File: config.mk
export PLATFORM = sky130hd
export DESIGN_NAME = ps2_mouse_packet_decoder_flat
export DESIGN_NICKNAME = d
export VERILOG_FILES = /design/src/rtl/ps2_mouse_packet_decoder_pkg.sv /design/src/rtl/ps2_mouse_packet_decoder_if.sv /design/src/rtl/ps2_mouse_packet_decoder_delta_to_vel.sv /design/src/rtl/ps2_mouse_packet_decoder.sv /design/src/flat_wrapper.sv
export SDC_FILE = /design/constraint.sdc
export NUM_CORES = 1
export LEC_CHECK = 0
export BUFFER_PORTS_ARGS = -buffer_cell sky130_fd_sc_hd__buf_2
export CAP_MARGIN = 20
export CORE_ASPECT_RATIO = 1.4
export CORE_UTILIZATION = 49
export CTS_CLUSTER_DIAMETER = 60
export CTS_CLUSTER_SIZE = 12
export DETAILED_ROUTE_END_ITERATION = 10
export PLACE_DENSITY = 0.71
export SYNTH_ARGS = -nofsm -noshare
export SYNTH_HDL_FRONTEND = slang
export SYNTH_HIERARCHICAL = 1
export SYNTH_SLANG_ARGS = --single-unit
File: constraint.sdc
create_clock -name clk -period 2.2 [get_ports clk]
set_clock_uncertainty 0.1 [all_clocks]
set_input_delay 0.44 -clock clk [delete_from_list [all_inputs] [get_ports clk]]
set_output_delay 0.44 -clock clk [all_outputs]
set_load 0.05 [all_outputs]
File: src/rtl/ps2_mouse_packet_decoder_pkg.sv
// Shared definitions for the PS/2 mouse packet decoder: FSM state encoding and
// the bit positions of the fields carried in the first byte of every packet.
package ps2_mouse_pkg;

    typedef enum logic [1:0] {
        S_B0 = 2'd0,
        S_B1 = 2'd1,
        S_B2 = 2'd2
    } state_t;

    localparam int BTN_L = 0;
    localparam int BTN_R = 1;
    localparam int BTN_M = 2;
    localparam int SYNC  = 3;
    localparam int XSIGN = 4;
    localparam int YSIGN = 5;
    localparam int XOVF  = 6;
    localparam int YOVF  = 7;

    localparam int VEL_W = 9;

endpackage

File: src/rtl/ps2_mouse_packet_decoder_if.sv
// Byte stream in from the PS/2 receiver, decoded packet fields out to the cursor mover.
interface ps2_mouse_packet_decoder_if;
    logic       byte_valid;
    logic [7:0] byte_data;
    logic       pkt_valid;
    logic       btn_left;
    logic       btn_right;
    logic       btn_middle;
    logic [8:0] vel_x;
    logic [8:0] vel_y;
    logic       dir_x;
    logic       dir_y;
    logic       sync_err;

    modport master (
        output byte_valid, byte_data,
        input  pkt_valid, btn_left, btn_right, btn_middle,
        input  vel_x, vel_y, dir_x, dir_y, sync_err
    );

    modport slave (
        input  byte_valid, byte_data,
        output pkt_valid, btn_left, btn_right, btn_middle,
        output vel_x, vel_y, dir_x, dir_y, sync_err
    );
endinterface

File: src/rtl/ps2_mouse_packet_decoder_delta_to_vel.sv
// Converts one 9-bit two's-complement PS/2 movement delta (plus overflow flag)
// into a scaled speed and a direction bit.
module ps2_delta_to_vel #(
    parameter int SHIFT = 1
) (
    input  logic       sign,
    input  logic       ovf,
    input  logic [7:0] data,
    output logic [8:0] vel,
    output logic       dir
);

    logic [8:0] delta;
    logic [8:0] mag;

    assign delta = {sign, data};

    // -256 negates onto itself in 9 bits, which is exactly the 256 magnitude we want
    always_comb begin
        mag = delta;
        if (ovf) begin
            mag = 9'd256;
        end else if (sign) begin
            mag = ~delta + 9'd1;
        end
    end

    assign vel = mag >> SHIFT;
    assign dir = ~sign;

endmodule

File: src/rtl/ps2_mouse_packet_decoder.sv
// Assembles 3-byte PS/2 mouse packets, decodes buttons/speed/direction, and
// resyncs or zeroes velocity when the byte stream goes quiet.
module ps2_mouse_packet_decoder
    import ps2_mouse_pkg::*;
#(
    parameter int SHIFT          = 1,
    parameter int TIMEOUT_CYCLES = 10_000_000
) (
    input logic                        clk,
    input logic                        rstn,
    ps2_mouse_packet_decoder_if.slave  bus
);

    localparam int IDLE_W = (TIMEOUT_CYCLES > 2) ? $clog2(TIMEOUT_CYCLES) : 1;
    localparam logic [IDLE_W-1:0] IDLE_MAX = IDLE_W'(TIMEOUT_CYCLES - 1);

    state_t             state_reg, state_next;
    logic [7:0]         byte0_reg, byte1_reg;
    logic [IDLE_W-1:0]  idle_reg;
    logic               expire;
    logic               cap0, cap1, pkt_done, sync_bad;

    logic               pkt_valid_reg, sync_err_reg;
    logic               btn_left_reg, btn_right_reg, btn_middle_reg;
    logic [VEL_W-1:0]   vel_x_reg, vel_y_reg;
    logic               dir_x_reg, dir_y_reg;

    logic [1:0]         axis_sign, axis_ovf, axis_dir;
    logic [7:0]         axis_data [2];
    logic [VEL_W-1:0]   axis_vel [2];

    // A byte arriving in the expiry cycle takes priority over the timeout
    assign expire = !bus.byte_valid && (idle_reg == IDLE_MAX);

    always_comb begin
        state_next = state_reg;
        cap0       = 1'b0;
        cap1       = 1'b0;
        pkt_done   = 1'b0;
        sync_bad   = 1'b0;
        case (state_reg)
            S_B0: begin
                if (bus.byte_valid) begin
                    if (bus.byte_data[SYNC]) begin
                        cap0       = 1'b1;
                        state_next = S_B1;
                    end else begin
                        sync_bad = 1'b1;
                    end
                end
            end
            S_B1: begin
                if (bus.byte_valid) begin
                    cap1       = 1'b1;
                    state_next = S_B2;
                end else if (expire) begin
                    state_next = S_B0;
                end
            end
            S_B2: begin
                if (bus.byte_valid) begin
                    pkt_done   = byte0_reg[SYNC];
                    state_next = S_B0;
                end else if (expire) begin
                    state_next = S_B0;
                end
            end
            default: state_next = S_B0;
        endcase
    end

    // X decodes from the captured byte1, Y directly from byte2 as it arrives
    assign axis_sign    = {byte0_reg[YSIGN], byte0_reg[XSIGN]};
    assign axis_ovf     = {byte0_reg[YOVF],  byte0_reg[XOVF]};
    assign axis_data[0] = byte1_reg;
    assign axis_data[1] = bus.byte_data;

    genvar gi;
    generate
        for (gi = 0; gi < 2; gi++) begin : g_axis
            ps2_delta_to_vel #(
                .SHIFT (SHIFT)
            ) u_conv (
                .sign (axis_sign[gi]),
                .ovf  (axis_ovf[gi]),
                .data (axis_data[gi]),
                .vel  (axis_vel[gi]),
                .dir  (axis_dir[gi])
            );
        end
    endgenerate

    always_ff @(posedge clk) begin
        if (!rstn) begin
            state_reg      <= S_B0;
            byte0_reg      <= '0;
            byte1_reg      <= '0;
            idle_reg       <= '0;
            pkt_valid_reg  <= 1'b0;
            sync_err_reg   <= 1'b0;
            btn_left_reg   <= 1'b0;
            btn_right_reg  <= 1'b0;
            btn_middle_reg <= 1'b0;
            vel_x_reg      <= '0;
            vel_y_reg      <= '0;
            dir_x_reg      <= 1'b0;
            dir_y_reg      <= 1'b0;
        end else begin
            state_reg     <= state_next;
            pkt_valid_reg <= pkt_done;
            sync_err_reg  <= sync_bad;
            if (bus.byte_valid) begin
                idle_reg <= '0;
            end else if (idle_reg != IDLE_MAX) begin
                idle_reg <= idle_reg + IDLE_W'(1);
            end
            if (cap0) byte0_reg <= bus.byte_data;
            if (cap1) byte1_reg <= bus.byte_data;
            if (pkt_done) begin
                btn_left_reg   <= byte0_reg[BTN_L];
                btn_right_reg  <= byte0_reg[BTN_R];
                btn_middle_reg <= byte0_reg[BTN_M];
                vel_x_reg      <= axis_vel[0];
                vel_y_reg      <= axis_vel[1];
                dir_x_reg      <= axis_dir[0];
                dir_y_reg      <= axis_dir[1];
            end else if (expire) begin
                vel_x_reg <= '0;
                vel_y_reg <= '0;
            end
        end
    end

    assign bus.pkt_valid  = pkt_valid_reg;
    assign bus.sync_err   = sync_err_reg;
    assign bus.btn_left   = btn_left_reg;
    assign bus.btn_right  = btn_right_reg;
    assign bus.btn_middle = btn_middle_reg;
    assign bus.vel_x      = vel_x_reg;
    assign bus.vel_y      = vel_y_reg;
    assign bus.dir_x      = dir_x_reg;
    assign bus.dir_y      = dir_y_reg;

endmodule

File: src/flat_wrapper.sv
// flat-port wrapper written by rule: the top's interface ports become plain ports
module ps2_mouse_packet_decoder_flat import ps2_mouse_pkg::*;
#(
    parameter int SHIFT          = 1,
    parameter int TIMEOUT_CYCLES = 10_000_000
)
  (clk, rstn, bus_byte_valid, bus_byte_data, bus_pkt_valid, bus_btn_left, bus_btn_right, bus_btn_middle, bus_vel_x, bus_vel_y, bus_dir_x, bus_dir_y, bus_sync_err);
  ps2_mouse_packet_decoder_if bus_i ();
  input logic clk;
  input logic rstn;
  input wire logic [$bits(bus_i.byte_valid)-1:0] bus_byte_valid;
  input wire logic [$bits(bus_i.byte_data)-1:0] bus_byte_data;
  output wire logic [$bits(bus_i.pkt_valid)-1:0] bus_pkt_valid;
  output wire logic [$bits(bus_i.btn_left)-1:0] bus_btn_left;
  output wire logic [$bits(bus_i.btn_right)-1:0] bus_btn_right;
  output wire logic [$bits(bus_i.btn_middle)-1:0] bus_btn_middle;
  output wire logic [$bits(bus_i.vel_x)-1:0] bus_vel_x;
  output wire logic [$bits(bus_i.vel_y)-1:0] bus_vel_y;
  output wire logic [$bits(bus_i.dir_x)-1:0] bus_dir_x;
  output wire logic [$bits(bus_i.dir_y)-1:0] bus_dir_y;
  output wire logic [$bits(bus_i.sync_err)-1:0] bus_sync_err;
  assign bus_i.byte_valid = bus_byte_valid;
  assign bus_i.byte_data = bus_byte_data;
  assign bus_pkt_valid = bus_i.pkt_valid;
  assign bus_btn_left = bus_i.btn_left;
  assign bus_btn_right = bus_i.btn_right;
  assign bus_btn_middle = bus_i.btn_middle;
  assign bus_vel_x = bus_i.vel_x;
  assign bus_vel_y = bus_i.vel_y;
  assign bus_dir_x = bus_i.dir_x;
  assign bus_dir_y = bus_i.dir_y;
  assign bus_sync_err = bus_i.sync_err;
  ps2_mouse_packet_decoder #(.SHIFT(SHIFT), .TIMEOUT_CYCLES(TIMEOUT_CYCLES)) u_core (.clk(clk), .rstn(rstn), .bus(bus_i));
endmodule
After elaboration in Yosys (flattened, before gate mapping)

Cells that the tools add are included.

Add/subtract/negate cells: 3
Multiply operators: 0
Divide/modulo/power cells: 0
$lt $le $gt $ge: 0
Eq/ne operators: 6
Shifts and indexed selects: 0
Mux-type cells: 21
Bitwise operators: 5
Reduce and logical (&&, ||, !) cells: 7

Operator list:

| cell                                                 | count |
|---|---|
| two-way mux 9 bit                                    | 4 |
| adder 24 x 1 -> 24 bit (second input constant)       | 1 |
| equality test 24 bit (second input constant)         | 1 |
| two-way mux 8 bit                                    | 3 |
| inequality test 24 bit (second input constant)       | 1 |
| adder 9 x 1 -> 9 bit (second input constant)         | 2 |
| inverter 9 bit                                       | 2 |
| two-way mux 2 bit                                    | 5 |
| two-way mux 1 bit                                    | 8 |
| case mux 2 bit (3 select lines)                      | 1 |
| inequality test 2 bit (second input constant)        | 2 |
| inverter 1 bit                                       | 3 |
| AND reduction 3 bit                                  | 1 |
| equality test 2 x 1 -> 1 bit (second input constant) | 1 |
| equality test 2 bit (second input constant)          | 1 |
| logical NOT 2 bit                                    | 1 |
| AND reduction 2 bit                                  | 1 |
| nonzero test 2 bit                                   | 1 |
| OR reduction 2 bit                                   | 1 |
| logical AND 1 bit                                    | 1 |
| logical NOT 1 bit                                    | 1 |

Flip-flop bits (word level): 65
Bits in latches: 0
Bits in writable memories: 0
Bits in read-only memories: 0
Input bits: 11
Output and inout port bits: 25
Word-level logic and storage cells: 55
Memories kept: 0

Logic depth before layout (Yosys ltp)

Gate-level depths: netlist of the first run.

Depth in word-level cells: 5
Depth in mapped cells: 6
Depth with buffers taken out: 6

Hierarchy

Netlist of the first run, hierarchy kept.

Modules (own cells, without submodules):

| module                   | times used | cells an instance | area each (sq um) | sequential area each (sq um) |
|---|---|---|---|---|
| ps2_mouse_packet_decoder | 1          | 290               | 2821.5            | 1341.3 |
| ps2_delta_to_vel         | 2          | 36                | 239.0             | 0.0 |

Least setup slack after synthesis of the first run

No wires, ideal clock.

Path type: flip-flop to flip-flop
From: register u_core.idle_reg[0]
To: register u_core.vel_x_reg[7], in the netlist u_core/bus.vel_x[7]
Setup time: 0.117 ns
Data arrival time: 1.843 ns
Required time: 1.983 ns
Slack: 0.140 ns
Cell stages (with the launch flop): 7
Buffers on the path: 1
Period minus slack after synthesis: 2.060 ns
Cells stage by stage: dfxtp_1 ha_1 nand4_4 nor4_4 a31oi_4 buf_6 a22o_1

Word-level cells in the longest chain between the ends: 3

Ends and longest elaborated chain:

| element                      | RTL line                        | text |
|---|---|---|
| start: declaration           | ps2_mouse_packet_decoder.sv:19  | `logic [IDLE_W-1:0] idle_reg;` |
| start signal: assignment     | ps2_mouse_packet_decoder.sv:115 | `idle_reg <= idle_reg + IDLE_W'(1);` |
| equality test 24 bit         | ps2_mouse_packet_decoder.sv:33  | `assign expire = !bus.byte_valid && (idle_reg == IDLE_MAX);` |
| logical AND 1 bit            | ps2_mouse_packet_decoder.sv:33  |  |
| nonzero test 2 bit (no line) | --                              |  |
| end signal: assignment       | ps2_mouse_packet_decoder.sv:123 | `vel_x_reg <= axis_vel[0];` |
| end: declaration             | ps2_mouse_packet_decoder.sv:25  | `logic [VEL_W-1:0] vel_x_reg, vel_y_reg;` |

Every way passes these cells.
A chain may end at the register's enable or synchronous reset.

Final worst setup path of the first run

From: register u_core.idle_reg[0]
To: register u_core.vel_x_reg[0], in the netlist u_core/bus.vel_x[0]

Same word-level chain as after synthesis.

==> results_dict.tcl, run 1 <==
set metrics [dict create \
    routed_wl_mm 7.73 \
    finalPower_mw 2.65 \
    clock_latency_ns 0.34 \
    maxCapViolCount 0 \
    ant_nets 0 \
    path_clk_slew_ns 0.07 \
    die_y_um 99.1 \
    gp_congestion 0.844 \
    synth_top_family_by_area "simple AND/OR/NAND/NOR gates" \
    hold_buffers 0 \
    worst_ep_required_time_ns 2.34 \
    drv_slew 0 \
    clock-root-buffer "clkbuf_8" \
    p_sw_frac 0.220 \
    route.detailed.vias_per_inst 5.97 \
    powerDensity_nw_per_um2 704 \
    p_leak_nw 1.57 \
    initial_core_util 0.506 \
    synth_edf_count 0 \
    min-delay-start "bus_byte_data[7]" \
    die-area_um2 7070 \
    syn-num-nets 376 \
    dr.pass1.iters 5 \
    rsz0062_at_grt "false" \
    critPathCaptureType "register" \
    yosysUniqueCellTypes 54 \
    first_global_vias 2583 \
    drt_iter0_drc 184 \
    yosysMostFrequentCell "dfxtp_1" \
    avgSynthCellArea_um2 9.11 \
    synth_flop_cell "dfxtp_1" \
    fp.dieW_um 71.4 \
    drive_above_1_share 0.207 \
    path_class "reg -> reg" \
    synthTopCellsByCount "dfxtp_1, nor2_1, a21oi_1, nand2_1, a22o_1" \
    yosys.area_share.simple 0.266 \
    synthMuxAreaShare 0.0694 \
    hold_class "in -> reg" \
    regToRegSetupSlack_ns 0.14 \
    grt_overflow_total 0 \
    p_int_mw 2.07 \
    synth_xor_area_frac 0.0212 \
    cts_buffers 9 \
    core_um2 6530 \
    track_usage 0.224 \
    synth-seq-cells 67 \
    synth_top_area_share 0.407 \
    grt_pass1_wl_mm 12.5 \
    synthAdderAreaFrac 0.0114 \
    portBuffers 35 \
    num_antenna_cells 0 \
    synth_compound_area_frac 0.171 \
    largest_reg_flops 24 \
    grt_max_degree 27 \
    timing.rr.start "u_core/idle_reg[0]$_SDFFE_PP0P_" \
    nets 414 \
    ir_drop_uv 391 \
    area_growth_pct 14.0 \
    p_comb_frac 0.059 \
    cts_max_level 3 \
    drc_errors 0 \
    ys_top_cells_by_area "dfxtp_1, a22o_1, mux2i_1" \
    rows 35 \
    wl_per_cell_um 16.1 \
    clock_power_share 0.469 \
    tritoncts "yes" \
    max_freq_ghz 0.486 \
    synth_area_leader_cell "dfxtp_1" \
    hpwl_mm 5.18 \
    io_pins 36 \
    synth_cells 362 \
    fin_crit_sh 0.936 \
    crit_path_start_kind "register" \
    worst_slew_pin_slew_ns 0.613 \
    setup-tns-final_ns 0 \
    critPathMaxFanout 9 \
    antenna_found_initial 0 \
    yosysWarningCount 6 \
    synth_area_um2 3300 \
    crit_arrival_ns 2.20 \
    max-slew-margin-rel 0.590 \
    seqPwrFrac 0.472 \
    cts.path.max_buffers 2 \
    startpoint "u_core/idle_reg[0]$_SDFFE_PP0P_" \
    period_needed_ns 2.06 \
    p_sw_mw 0.581 \
    cts.sinks 67 \
    yosysSeqAreaShare 0.407 \
    synthArstFlopShare 0 \
    vias 2860 \
    status "finished, final reports clean" \
    finalSetupViolations 0 \
    hold_viol_final 0 \
]
-- stage by stage --
step           instances  hold slack [ns]  setup WS, ns   util  area [µm²]
6_report             479            0.296         0.141  0.576        3760
5_1_grt              479            0.287        0.0416  0.576        3760
4_1_cts              477            0.278        0.0930  0.573        3740
3_5_place_dp         461            0.355         0.104  0.536        3490
3_3_place_gp         461            0.345         0.199  0.536        3490
2_1_floorplan        362            0.336         0.140      -        3300
-- cell families after synthesis --
kind of cell / after synthesis
and+or+nand+nor: 151
AOI/OAI and AO/OA: 81
DFF: 67
buffers and inverters: 28
muxes: 22
xor gates and xnor gates: 8
adders and majority gates: 3
other: 2
-- final cells by class --
| type | count | area (µm²) |
|---|---|---|
| clock inverters | 5 | 100 |
| well taps | 74 | 92.6 |
| fillers | 590 | 2760 |
| flip-flops and latches | 67 | 1340 |
| clock buffers | 11 | 141 |
| multi-input cells | 268 | 1800 |
| repair buffers | 44 | 243 |
| inverters | 10 | 37.5 |
-- cells in the final DEF, fill, tap and decap left out, drive strengths merged, types with 11 or more instances in the layout --
cell type / count
dfxtp: 67
a21oi: 28
clkbuf: 11
nand2: 27
nand3: 13
buf: 44
a22o: 18
nor2: 40
mux2i: 15
-- worst max-delay path, stage by stage (launching register included) --
cell	delay (ns)
dfxtp_2	0.38
ha_2	0.25
nand4_4	0.14
nor4_4	0.42
buf_4	0.19
a31oi_4	0.18
a22o_1	0.29
-- power by group through the flow --
stage | Combinational [mW] | Clock (mW) | Sequential [mW]
2_1_floorplan | 0.109 | 0 | 1.27
3_3_place_gp | 0.147 | 0 | 1.28
3_5_place_dp | 0.151 | 0 | 1.28
4_1_cts | 0.151 | 1.27 | 1.25
5_1_grt | 0.173 | 1.32 | 1.25
6_report | 0.155 | 1.24 | 1.25
-- worst paths after layout --
| kind | endpoint | cells after the start |
|---|---|---|
| max | u_core/bus.vel_x[0]$_SDFFE_PN0P_ | 6 |
| min | u_core/byte0_reg[7]$_SDFFE_PN0P_ | 3 |
| max reg2reg | u_core/bus.vel_x[0]$_SDFFE_PN0P_ | 6 |
| min reg2reg | u_core/byte0_reg[1]$_SDFFE_PN0P_ | 2 |
-- layer usage --
metal | GRT usage | part of all wire | up-vias
li1 | - | - | 1406
met1 | 0.258 | 0.40 | 1362
met2 | 0.402 | 0.53 | 75
met3 | 0.0426 | 0.042 | 17
met4 | 0.0877 | 0.026 | 0
met5 | 0 | 0 | -
-- repair_timing --
item | CTS | global route
resized for setup | 0 | 3
setup buffers | 0 | 1
endpoints found under the setup margin | 0 | 17
No activity file was read; power rests on OpenSTA's default activity.
==> run 2, diff against run 1 <==
--- a/config.mk
+++ b/config.mk
@@ -12,7 +12,7 @@
 export CTS_CLUSTER_DIAMETER = 60
 export CTS_CLUSTER_SIZE = 12
 export DETAILED_ROUTE_END_ITERATION = 10
-export PLACE_DENSITY = 0.71
+export PLACE_DENSITY_LB_ADDON = 0.2
 export SYNTH_ARGS = -nofsm -noshare
 export SYNTH_HDL_FRONTEND = slang
 export SYNTH_HIERARCHICAL = 1
==> run 2 against run 1 <==
  * Register-to-register slack better by 0.04 ns
  * Total power down 11%
  * Worst setup slack better by 0.038 ns
  * Wire length fell by 1.8%
  * Critical path depth decreased by 1
  * Sequential share of layout area up 0.16 points
  * Highest routed layer unchanged
==> results_dict.tcl, run 2 (synthesized netlist as in run 1, its figures left out) <==
set metrics [dict create \
    vias 2823 \
    max-slew-margin-rel 0.595 \
    cts_max_level 3 \
    critPathMaxFanout 9 \
    placed_cell_area_um2 3510 \
    hold_buffers 0 \
    initial_core_util 0.506 \
    crit_arrival_ns 2.19 \
    fill_cells 625 \
    setup-tns-final_ns 0 \
    finalWorstSetupSlack_ns 0.179 \
    portBuffers 35 \
    hold_viol_final 0 \
    worst_slew_pin_slew_ns 0.605 \
    final_common_cell "dfxtp_1" \
    path_class "reg -> reg" \
    grt_max_degree 27 \
    ir_drop_uv 366 \
    rsz0062_at_grt "false" \
    area_growth_pct 13.3 \
    largest_reg_flops 24 \
    gp_congestion 0.836 \
    tritoncts "yes" \
    worst_ep_required_time_ns 2.37 \
    io_pins 36 \
    nets 417 \
    path_clk_slew_ns 0.08 \
    drv_slew 0 \
    cts.sinks 67 \
    grt_overflow_total 0 \
    finalSetupViolations 0 \
    powerDensity_nw_per_um2 632 \
    fin_crit_sh 0.919 \
    final_area_um2 3740 \
    fp.dieW_um 71.4 \
    cts.path.max_buffers 2 \
    drc_errors 0 \
    regToRegSetupSlack_ns 0.18 \
    period_needed_ns 2.02 \
    dr.pass1.iters 4 \
    routed_wl_mm 7.59 \
    maxCapViolCount 0 \
    num_antenna_cells 0 \
    ant_nets 0 \
    grt_pass1_wl_mm 12.2 \
    status "finished, final reports clean" \
    crit_path_start_kind "register" \
    first_global_vias 2660 \
    place_ws_ns 0.127 \
    final_cell_mix "dfxtp_1, nor2_1, buf_2, a21oi_1, nand2_1" \
    rows 35 \
    max_freq_ghz 0.495 \
    drt_iter0_drc 178 \
    track_usage 0.221 \
    hpwl_mm 5.25 \
    core_um2 6530 \
    clock_latency_ns 0.35 \
    p_leak_nw 1.55 \
    die-area_um2 7070 \
    cts_buffers 9 \
    route.detailed.vias_per_inst 5.86 \
    antenna_found_initial 0 \
    clock-root-buffer "clkbuf_8" \
    drive_above_1_share 0.211 \
    multiInputGateArea_um2 1810 \
    wl_per_cell_um 15.7 \
    critPathCaptureType "register" \
    seqCellArea_um2 1340 \
    hold_class "in -> reg" \
    die_y_um 99.1 \
]
==> run 2: layout make-up <==
| type | instances | share of cell area |
|---|---|---|
| Clock inverter | 5 | 0.0100 |
| Timing Repair Buffer | 47 | 0.0710 |
| Tap cell | 74 | 0.0248 |
| Inverter | 10 | 0.0100 |
| Multi-Input combinational cell | 268 | 0.485 |
| Sequential cell | 67 | 0.359 |
| Clock buffer | 11 | 0.0405 |
==> run 2: worst paths after layout <==
path,endpoint,depth (start not counted),start
max,u_core/idle_reg[16]$_SDFFE_PP0P_,5,u_core/idle_reg[0]$_SDFFE_PP0P_
min,u_core/byte0_reg[0]$_SDFFE_PN0P_,3,bus_byte_data[0]
max reg2reg,u_core/idle_reg[16]$_SDFFE_PP0P_,5,u_core/idle_reg[0]$_SDFFE_PP0P_
min reg2reg,u_core/byte0_reg[1]$_SDFFE_PN0P_,2,u_core/byte0_reg[1]$_SDFFE_PN0P_
==> run 2: power breakdown <==
group / total, mW / internal, mW / switching (mW)
clock network: 0.956 / 0.472 / 0.485
logic: 0.158 / 0.0591 / 0.0987
registers: 1.25 / 1.23 / 0.0212
==> run 2: layer usage <==
layer	global-route usage	routed length [µm]
met1	0.234	3120
met2	0.412	4110
met3	0.0466	229
met4	0.100	128
met5	0	0
==> run 2: critical path, cell delays in order (launching register included) <==
cell and delay [ns]:
dfxtp_1 0.43, ha_2 0.27, and4_4 0.26, nand2_1 0.19
or4_1 0.54, a21oi_1 0.16
==> run 2: metrics by stage <==
| step | total power, mW | hold slack, ns | utilization | std cells |
|---|---|---|---|---|
| 4_1_cts | 2.38 | 0.269 | 0.567 | 479 |
| 3_5_place_dp | 1.43 | 0.352 | 0.538 | 463 |
| 2_1_floorplan | 1.38 | 0.336 | - | 362 |
| 5_1_grt | 2.45 | 0.301 | 0.573 | 482 |
| 3_3_place_gp | 1.43 | 0.344 | 0.538 | 463 |
| 6_report | 2.36 | 0.296 | 0.573 | 482 |
==> run 2: timing repair <==
action                                  4_1_cts  5_1_grt
resized for setup                             0        2
setup buffers                                 0        2
endpoints found under the setup margin        0       19
